[config.mk]
export PLATFORM = sky130hd
export DESIGN_NAME = page_stream_adapter
export DESIGN_NICKNAME = d
export VERILOG_FILES = /design/src/rtl/page_stream_adapter.sv
export SDC_FILE = /design/constraint.sdc
export NUM_CORES = 1
export LEC_CHECK = 0
export BUFFER_PORTS_ARGS = -buffer_cell sky130_fd_sc_hd__buf_2
export CAP_MARGIN = 20
export CELL_PAD_IN_SITES_DETAIL_PLACEMENT = 1
export CELL_PAD_IN_SITES_GLOBAL_PLACEMENT = 1
export CORE_UTILIZATION = 52
export DETAILED_ROUTE_END_ITERATION = 10
export HOLD_SLACK_MARGIN = 0.02
export PLACE_DENSITY = 0.95
export SLEW_MARGIN = 20
export SYNTH_ARGS = -nofsm -noshare
export SYNTH_HDL_FRONTEND = slang
export SYNTH_SLANG_ARGS = --single-unit
[constraint.sdc]
create_clock -name clk -period 6.66 [get_ports clk]
set_input_delay 1.332 -clock clk [delete_from_list [all_inputs] [get_ports clk]]
set_output_delay 1.332 -clock clk [all_outputs]
set_load 0.02 [all_outputs]
[src/rtl/page_stream_adapter.sv]
// page_stream_adapter: buffers each leaf_interface <-> kernel stream channel
// through its own small FIFO and drives ap_start from a run/drain FSM.
// Optional build macro PAGE_STREAM_STATS_EN adds per-input-channel stall
// counters; without it stall_count is tied to zero.

// Single-clock FIFO with registered full/empty (no fall-through path).
module psa_fifo #(
    parameter int W  = 32,
    parameter int AB = 2
) (
    input  logic         clk,
    input  logic         reset_n,
    input  logic         i_push_vld,
    input  logic [W-1:0] i_push_data,
    output logic         o_push_rdy,
    output logic         o_pop_vld,
    output logic [W-1:0] o_pop_data,
    input  logic         i_pop_rdy
);
    logic [W-1:0] r_mem [2**AB];
    logic [AB:0]  r_wptr, r_rptr;
    logic         w_full, w_empty, w_push, w_pop;

    // Extra pointer MSB distinguishes full from empty when low bits match.
    assign w_empty    = (r_wptr == r_rptr);
    assign w_full     = (r_wptr[AB] != r_rptr[AB]) && (r_wptr[AB-1:0] == r_rptr[AB-1:0]);
    assign w_push     = i_push_vld && !w_full;
    assign w_pop      = i_pop_rdy && !w_empty;
    assign o_push_rdy = !w_full;
    assign o_pop_vld  = !w_empty;
    assign o_pop_data = r_mem[r_rptr[AB-1:0]];

    // Storage needs no reset: reset empties the FIFO via the pointers.
    always_ff @(posedge clk) begin
        if (w_push) r_mem[r_wptr[AB-1:0]] <= i_push_data;
    end

    // Pointer advance on accepted push / pop.
    always_ff @(posedge clk or negedge reset_n) begin
        if (!reset_n) begin
            r_wptr <= '0;
            r_rptr <= '0;
        end else begin
            if (w_push) r_wptr <= r_wptr + 1'b1;
            if (w_pop)  r_rptr <= r_rptr + 1'b1;
        end
    end
endmodule

module page_stream_adapter #(
    parameter int PAYLOAD_BITS   = 32,
    parameter int NUM_IN_PORTS   = 1,
    parameter int NUM_OUT_PORTS  = 1,
    parameter int FIFO_ADDR_BITS = 2
) (
    input  logic                                   clk,
    input  logic                                   reset_n,
    input  logic                                   enable,
    input  logic [NUM_IN_PORTS*PAYLOAD_BITS-1:0]   dout_leaf_interface2user,
    input  logic [NUM_IN_PORTS-1:0]                vld_interface2user,
    output logic [NUM_IN_PORTS-1:0]                ack_user2interface,
    output logic [NUM_IN_PORTS*PAYLOAD_BITS-1:0]   in_tdata,
    output logic [NUM_IN_PORTS-1:0]                in_tvalid,
    input  logic [NUM_IN_PORTS-1:0]                in_tready,
    input  logic [NUM_OUT_PORTS*PAYLOAD_BITS-1:0]  out_tdata,
    input  logic [NUM_OUT_PORTS-1:0]               out_tvalid,
    output logic [NUM_OUT_PORTS-1:0]               out_tready,
    output logic [NUM_OUT_PORTS*PAYLOAD_BITS-1:0]  din_leaf_user2interface,
    output logic [NUM_OUT_PORTS-1:0]               vld_user2interface,
    input  logic [NUM_OUT_PORTS-1:0]               ack_interface2user,
    output logic                                   ap_start,
    input  logic                                   ap_done,
    input  logic                                   ap_idle,
    output logic [15:0]                            done_count,
    output logic [1:0]                             state,
    output logic [NUM_IN_PORTS*16-1:0]             stall_count
);
    localparam logic [1:0] S_IDLE  = 2'd0;
    localparam logic [1:0] S_RUN   = 2'd1;
    localparam logic [1:0] S_DRAIN = 2'd2;

    logic [1:0]  r_state;
    logic [15:0] r_done_count;
    logic        w_in_all_empty;

    genvar gi;
    generate
        for (gi = 0; gi < NUM_IN_PORTS; gi++) begin : g_in
            psa_fifo #(.W(PAYLOAD_BITS), .AB(FIFO_ADDR_BITS)) u_fifo (
                .clk         (clk),
                .reset_n     (reset_n),
                .i_push_vld  (vld_interface2user[gi]),
                .i_push_data (dout_leaf_interface2user[gi*PAYLOAD_BITS +: PAYLOAD_BITS]),
                .o_push_rdy  (ack_user2interface[gi]),
                .o_pop_vld   (in_tvalid[gi]),
                .o_pop_data  (in_tdata[gi*PAYLOAD_BITS +: PAYLOAD_BITS]),
                .i_pop_rdy   (in_tready[gi])
            );
        end
        for (gi = 0; gi < NUM_OUT_PORTS; gi++) begin : g_out
            psa_fifo #(.W(PAYLOAD_BITS), .AB(FIFO_ADDR_BITS)) u_fifo (
                .clk         (clk),
                .reset_n     (reset_n),
                .i_push_vld  (out_tvalid[gi]),
                .i_push_data (out_tdata[gi*PAYLOAD_BITS +: PAYLOAD_BITS]),
                .o_push_rdy  (out_tready[gi]),
                .o_pop_vld   (vld_user2interface[gi]),
                .o_pop_data  (din_leaf_user2interface[gi*PAYLOAD_BITS +: PAYLOAD_BITS]),
                .i_pop_rdy   (ack_interface2user[gi])
            );
        end
    endgenerate

    // Input FIFO valid is exactly !empty, so this is "all inputs drained".
    assign w_in_all_empty = ~|in_tvalid;

    // Run/drain FSM; only ap_start depends on it, data flows in every state.
    always_ff @(posedge clk or negedge reset_n) begin
        if (!reset_n) begin
            r_state <= S_IDLE;
        end else begin
            case (r_state)
                S_IDLE:  if (enable) r_state <= S_RUN;
                S_RUN:   if (!enable) r_state <= S_DRAIN;
                S_DRAIN: begin
                    if (w_in_all_empty && ap_idle) r_state <= S_IDLE;
                    else if (enable)               r_state <= S_RUN;
                end
                default: r_state <= S_IDLE;
            endcase
        end
    end

    assign ap_start = (r_state == S_RUN);
    assign state    = r_state;

    // Saturating count of ap_done cycles.
    always_ff @(posedge clk or negedge reset_n) begin
        if (!reset_n)                              r_done_count <= '0;
        else if (ap_done && r_done_count != 16'hFFFF) r_done_count <= r_done_count + 16'd1;
    end

    assign done_count = r_done_count;

`ifdef PAGE_STREAM_STATS_EN
    generate
        for (gi = 0; gi < NUM_IN_PORTS; gi++) begin : g_stall
            logic [15:0] r_stall;
            // Count cycles where the kernel holds off a valid input word.
            always_ff @(posedge clk or negedge reset_n) begin
                if (!reset_n)
                    r_stall <= '0;
                else if (in_tvalid[gi] && !in_tready[gi] && r_stall != 16'hFFFF)
                    r_stall <= r_stall + 16'd1;
            end
            assign stall_count[gi*16 +: 16] = r_stall;
        end
    endgenerate
`else
    assign stall_count = '0;
`endif
endmodule

# After elaboration in Yosys (flattened, before gate mapping)
# Memories as Yosys holds them, arrays and structs flattened.
# Cells that the tools add are included.
# Widths: inputs -> output; s select.
dict set report classes {
  n_eq_ne 10
  addsub 5
  mux 8
  n_reduce_logical 13
}
# operator count
set ops {}
lappend ops {{$add 16x1->16 const B} 1}
lappend ops {{$ne 16x16->1 const B} 1}
lappend ops {{$add 3x1->3 const B} 4}
lappend ops {{$logic_and 1x1->1} 8}
lappend ops {{$eq 3x3->1} 2}
lappend ops {{$mux 2} 3}
lappend ops {{$pmux 2 s3} 1}
lappend ops {{$eq 2x2->1} 2}
lappend ops {{$logic_not 1->1} 4}
lappend ops {{$mux 1} 4}
lappend ops {{$eq 2x1->1 const B} 1}
lappend ops {{$eq 2x2->1 const B} 1}
lappend ops {{$logic_not 2->1} 1}
lappend ops {{$ne 1x1->1} 2}
lappend ops {{$ne 2x2->1 const B} 1}
dict set report word_totals {
  ramBits 256
  n_memories 2
  reg_bits 30
  input_bits 73
  output_inout_bits 103
  word_cells 44
}
# name depth word_bits rd rd_ports_with_merged_regs wr line_no
set memory_table {}
lappend memory_table {{g_in[0].u_fifo.r_mem} 4 32 1 0 1 20} ;# logic [W-1:0] r_mem [2**AB];
lappend memory_table {{g_out[0].u_fifo.r_mem} 4 32 1 0 1 20}

# Longest topological paths before layout
dict set report depth {
  word_depth 6
  ltp_mapped 6
  depth_no_buf 5
}

# Hierarchy
# A second synthesis with hierarchy kept.
dict set report hier_totals {
  cells_unflattened 529
  area_unflattened_um2 11192.0
}
# module instances area_each_um2 cells_per_inst seq_area_each_um2
set by_module_without_submodules {}
lappend by_module_without_submodules {{psa_fifo (g_in[0].u_fifo)} 1 5089.9 213 3993.8}
lappend by_module_without_submodules {{psa_fifo (g_out[0].u_fifo)} 1 5076.1 215 3993.8}
lappend by_module_without_submodules {page_stream_adapter 1 1026.0 101 450.4}

# Least setup slack after synthesis
# Ideal clock, no wire load.
dict set report synth_path {
  path_type {input port to flip-flop}
  startpoint {input port out_tvalid}
  endpoint {memory g_out[0].u_fifo.r_mem[3][0] (enable)}
  path_slack_ps 3697
  n_path_buf 0
  path_stages 3
  setup_time_ps 394
  required_time_ps 6266
  t_arrival_ps 2569
  cell_sequence {inv_1 > a31oi_1 > and2_1}
}
dict set report synth_via {
  elab_chain_cells 3
}
# element line_no
set synth_rtl {}
lappend synth_rtl {{from (decl)} 66} ;# input logic [NUM_OUT_PORTS-1:0] out_tvalid,
lappend synth_rtl {{$logic_and 1x1->1} 27} ;# assign w_push = i_push_vld && !w_full;
lappend synth_rtl {{$mux 1} 35} ;# if (w_push) r_mem[r_wptr[AB-1:0]] <= i_push_data;
lappend synth_rtl {{$mux 1 (not written as such)} 35}
lappend synth_rtl {{to (decl)} 20}
# No other way between the ends.

# Final worst setup path
dict set report layout_path {
  startpoint {register g_out[0].u_fifo.r_rptr[0]}
  endpoint {output port din_leaf_user2interface[0]}
}
dict set report layout_via {
  elab_chain_cells 1
}
# element line_no
set layout_rtl {}
lappend layout_rtl {{from (decl)} 21} ;# logic [AB:0] r_wptr, r_rptr;
lappend layout_rtl {{from (signal assigned)} 45} ;# if (w_pop) r_rptr <= r_rptr + 1'b1;
lappend layout_rtl {{$mem_v2 4x32} --}
lappend layout_rtl {{to (decl)} 68} ;# output logic [NUM_OUT_PORTS*PAYLOAD_BITS-1:0] din_leaf_user2interface,
# No other way between the ends.

==> reports/metrics.cfg <==
[critical_path]
worstPathArrival_ns = 2.39
cp_top_family = buffers and inverters
crit_path_end_kind = primary output
cpMaxStageDelayCell = mux4_2
critPathKind = reg -> out
slowest_delay_ns = 0.60
r2r-start = g_in[0].u_fifo.r_rptr[0]$_DFFE_PN0P_
worstReg2RegEnd = g_in[0].u_fifo.r_mem[0][20]$_DFFE_PP_
worstSetupStartpoint = g_out[0].u_fifo.r_rptr[0]$_DFFE_PN0P_
path_max_fanout = 26
cp_data_required_time_ns = 5.33
reg2reg_depth = 4
path_depth = 3
endpoint = din_leaf_user2interface[0]
cp-start-kind = flip-flop
timing.critical_path.buf_inv = 2
crit_chain = buf_4 > mux4_2 > buf_2
regToRegSetupSlack_ns = 3.75

[sta]
fin_setup_tns_ns = 0
tightest_slew_ns = 0.907
finalCritPeriodShare = 0.559
hold_violations = 0
setup_viol = 0
clock_skew_ns = 0.0137
slew-limit-headroom = 0.396
setup_ws_ns = 2.94
min_period_ns = 3.72
fmax_mhz = 269
rsz0062_at_grt = no
report.final.slew_viol_count = 0

[drt]
top_layer_used = met4
first_pass_iters = 4
finalWirelength_mm = 22.3
remaining_drc_errors = 0
wl_met1_mm = 8.70
drtIter0Drc = 273
dr_wl_met3_um = 775
drtAntennaViolNets = 0
vias_per_cell = 5.43
wl_per_cell_um = 23.1
dr_wl_met2_mm = 12.4
vias = 5247

[placement]
io_buffers = 159
place_ws_ns = 3.44
dp_hpwl_mm = 14.9
place.gp.congestion = 0.787

[global_routing]
grt_first_pass_wirelength_mm = 34.9
grt_max_degree = 36
grt_antenna_before_repair = 0
gr-usage-all-layers = 0.216
gr-total-overflow = 0
grt_pass1_vias = 5988

[status]
status = complete, no violations

[clocking]
numCtsBuffers = 28
cts_tree = yes
cts_setup_buffers = 0
clockRootBuffer = clkbuf_16
cts-resized-gates = 0
cts.clk_slew.worst_paths_ns = 0.06
clk-insertion-delay-late_ns = 0.52
htreeDepth = 1
cts_buffer_depth = 3
cts_hold_buffers = 0
cts_sinks = 286

[floorplan]
die_h_um = 147
die_area_um2 = 21500
fp.dieW_um = 147
core_um2 = 20400
num_rows = 52
io-pin-count = 176
initial_utilization = 0.534

[synthesis]
ys_warn_count = 0
synthTopCellsByArea = edfxtp_1, mux4_2, dfrtp_1
async_flop_share = 0.105
synth_flop_cell = edfxtp_1
ys_seq_area_frac = 0.776
ys_ff_latch = 286
yosysTopAreaCell = edfxtp_1
synthCells = 495
synth_top_area_share = 0.707
synth_area_um2 = 10900
avgSynthCellArea_um2 = 22.0
synth-edff-count = 256
synthDistinctLibCells = 29

[flow_run]
drv_cap = 0

[final_layout]
layout_commonest_cell = edfxtp_1
drive_gt1_frac = 0.405
fillers = 1777
n_antenna_cell = 0
final_cell_mix = edfxtp_1, buf_2, mux4_2, clkbuf_16, dfrtp_1
final_nets = 758
area_delta_synth_final_pct = 17.8

[power]
cellLeakagePower_nw = 4.60
vdd_drop_max_uv = 260
power.density_nw_per_um2 = 474

[worst_hold_path]
worstHoldPathCells = 1
hold_class = reg -> reg

## stage by stage
stage / instance area (um^2) / cells / util / power [W] / hold slack (ns)
final: 12800 / 966 / 0.629 / 0.00607 / 0.497
after floorplan: 10900 / 510 / - / 0.00397 / 0.461
after global placement: 11900 / 914 / 0.586 / 0.00451 / 0.475
after CTS: 12800 / 966 / 0.629 / 0.00616 / 0.504
after detailed placement: 11900 / 914 / 0.586 / 0.00466 / 0.485
after global routing: 12800 / 966 / 0.629 / 0.00635 / 0.519
## power breakdown
part	switching (W)	internal (W)
sequential	0.000179	0.00242
clock	0.000618	0.000866
combinational	0.00122	0.000776
total	0.00201	0.00406
## routing by layer
layer | global-route usage | vias to the layer above
met1 | 0.265 | 2762
met2 | 0.398 | 138
met4 | 0.0594 | 0
met5 | 0 | -
met3 | 0.0294 | 26
li1 | - | 2321
## synthesized netlist by cell type, types with 2 or more instances
library cell and count:
clkbuf_1 6, inv_1 8, xnor2_1 25, nor3_1 2, nand4_1 9, a31oi_1 2
nand2_1 11, and2_1 8, xor2_1 5, buf_4 16, nor2_1 5, o21ai_0 2
dfrtp_1 30, ha_1 11, and3_1 2, mux4_2 64, buf_2 10, edfxtp_1 256
nand3_1 11, mux2_2 3
## sequential cells by signal, indices dropped and copies added (netlist names)
name	count
g_in.u_fifo.r_rptr	3
g_out.u_fifo.r_mem	128
g_out.u_fifo.r_rptr	3
g_in.u_fifo.r_wptr	3
done_count	16
state	2
g_in.u_fifo.r_mem	128
g_out.u_fifo.r_wptr	3
## cell families after synthesis
| logic type | count (synthesis) | share of synthesized area |
|---|---|---|
| flip-flops | 286 | 0.776 |
| adder cells (fa/ha/maj) | 11 | 0.0127 |
| AO/OA/AOI/OAI | 8 | 0.00506 |
| AND/OR/NAND/NOR | 51 | 0.0243 |
| buffers and inverters | 41 | 0.0215 |
| other | 1 | 0.000345 |
| XOR/XNOR | 30 | 0.0242 |
| multiplexers | 67 | 0.136 |
## final cells by class
class	count	area (um^2)	area share
multi-input cells	183	2260	0.176
repair buffers	167	856	0.0668
well taps	270	338	0.0264
clock buffers	38	790	0.0617
inverters	8	30.0	0.00234
clock inverters	14	92.6	0.00723
flip-flops and latches	286	8440	0.659
## worst min path at each step
stage,start,to,slack [ns]
after floorplan,g_out[0].u_fifo.r_wptr[2]$_DFFE_PN0N_,g_out[0].u_fifo.r_wptr[2]$_DFFE_PN0N_,0.46
after global placement,g_out[0].u_fifo.r_wptr[2]$_DFFE_PN0N_,g_out[0].u_fifo.r_wptr[2]$_DFFE_PN0N_,0.48
after detailed placement,done_count[15]$_DFFE_PN0P_,done_count[15]$_DFFE_PN0P_,0.48
after CTS,g_out[0].u_fifo.r_rptr[2]$_DFFE_PN0P_,g_out[0].u_fifo.r_rptr[2]$_DFFE_PN0P_,0.50
after global routing,done_count[15]$_DFFE_PN0P_,done_count[15]$_DFFE_PN0P_,0.52
final,g_out[0].u_fifo.r_rptr[2]$_DFFE_PN0P_,g_out[0].u_fifo.r_rptr[2]$_DFFE_PN0P_,0.50
Note: power is estimated with default switching activity, not from simulation.
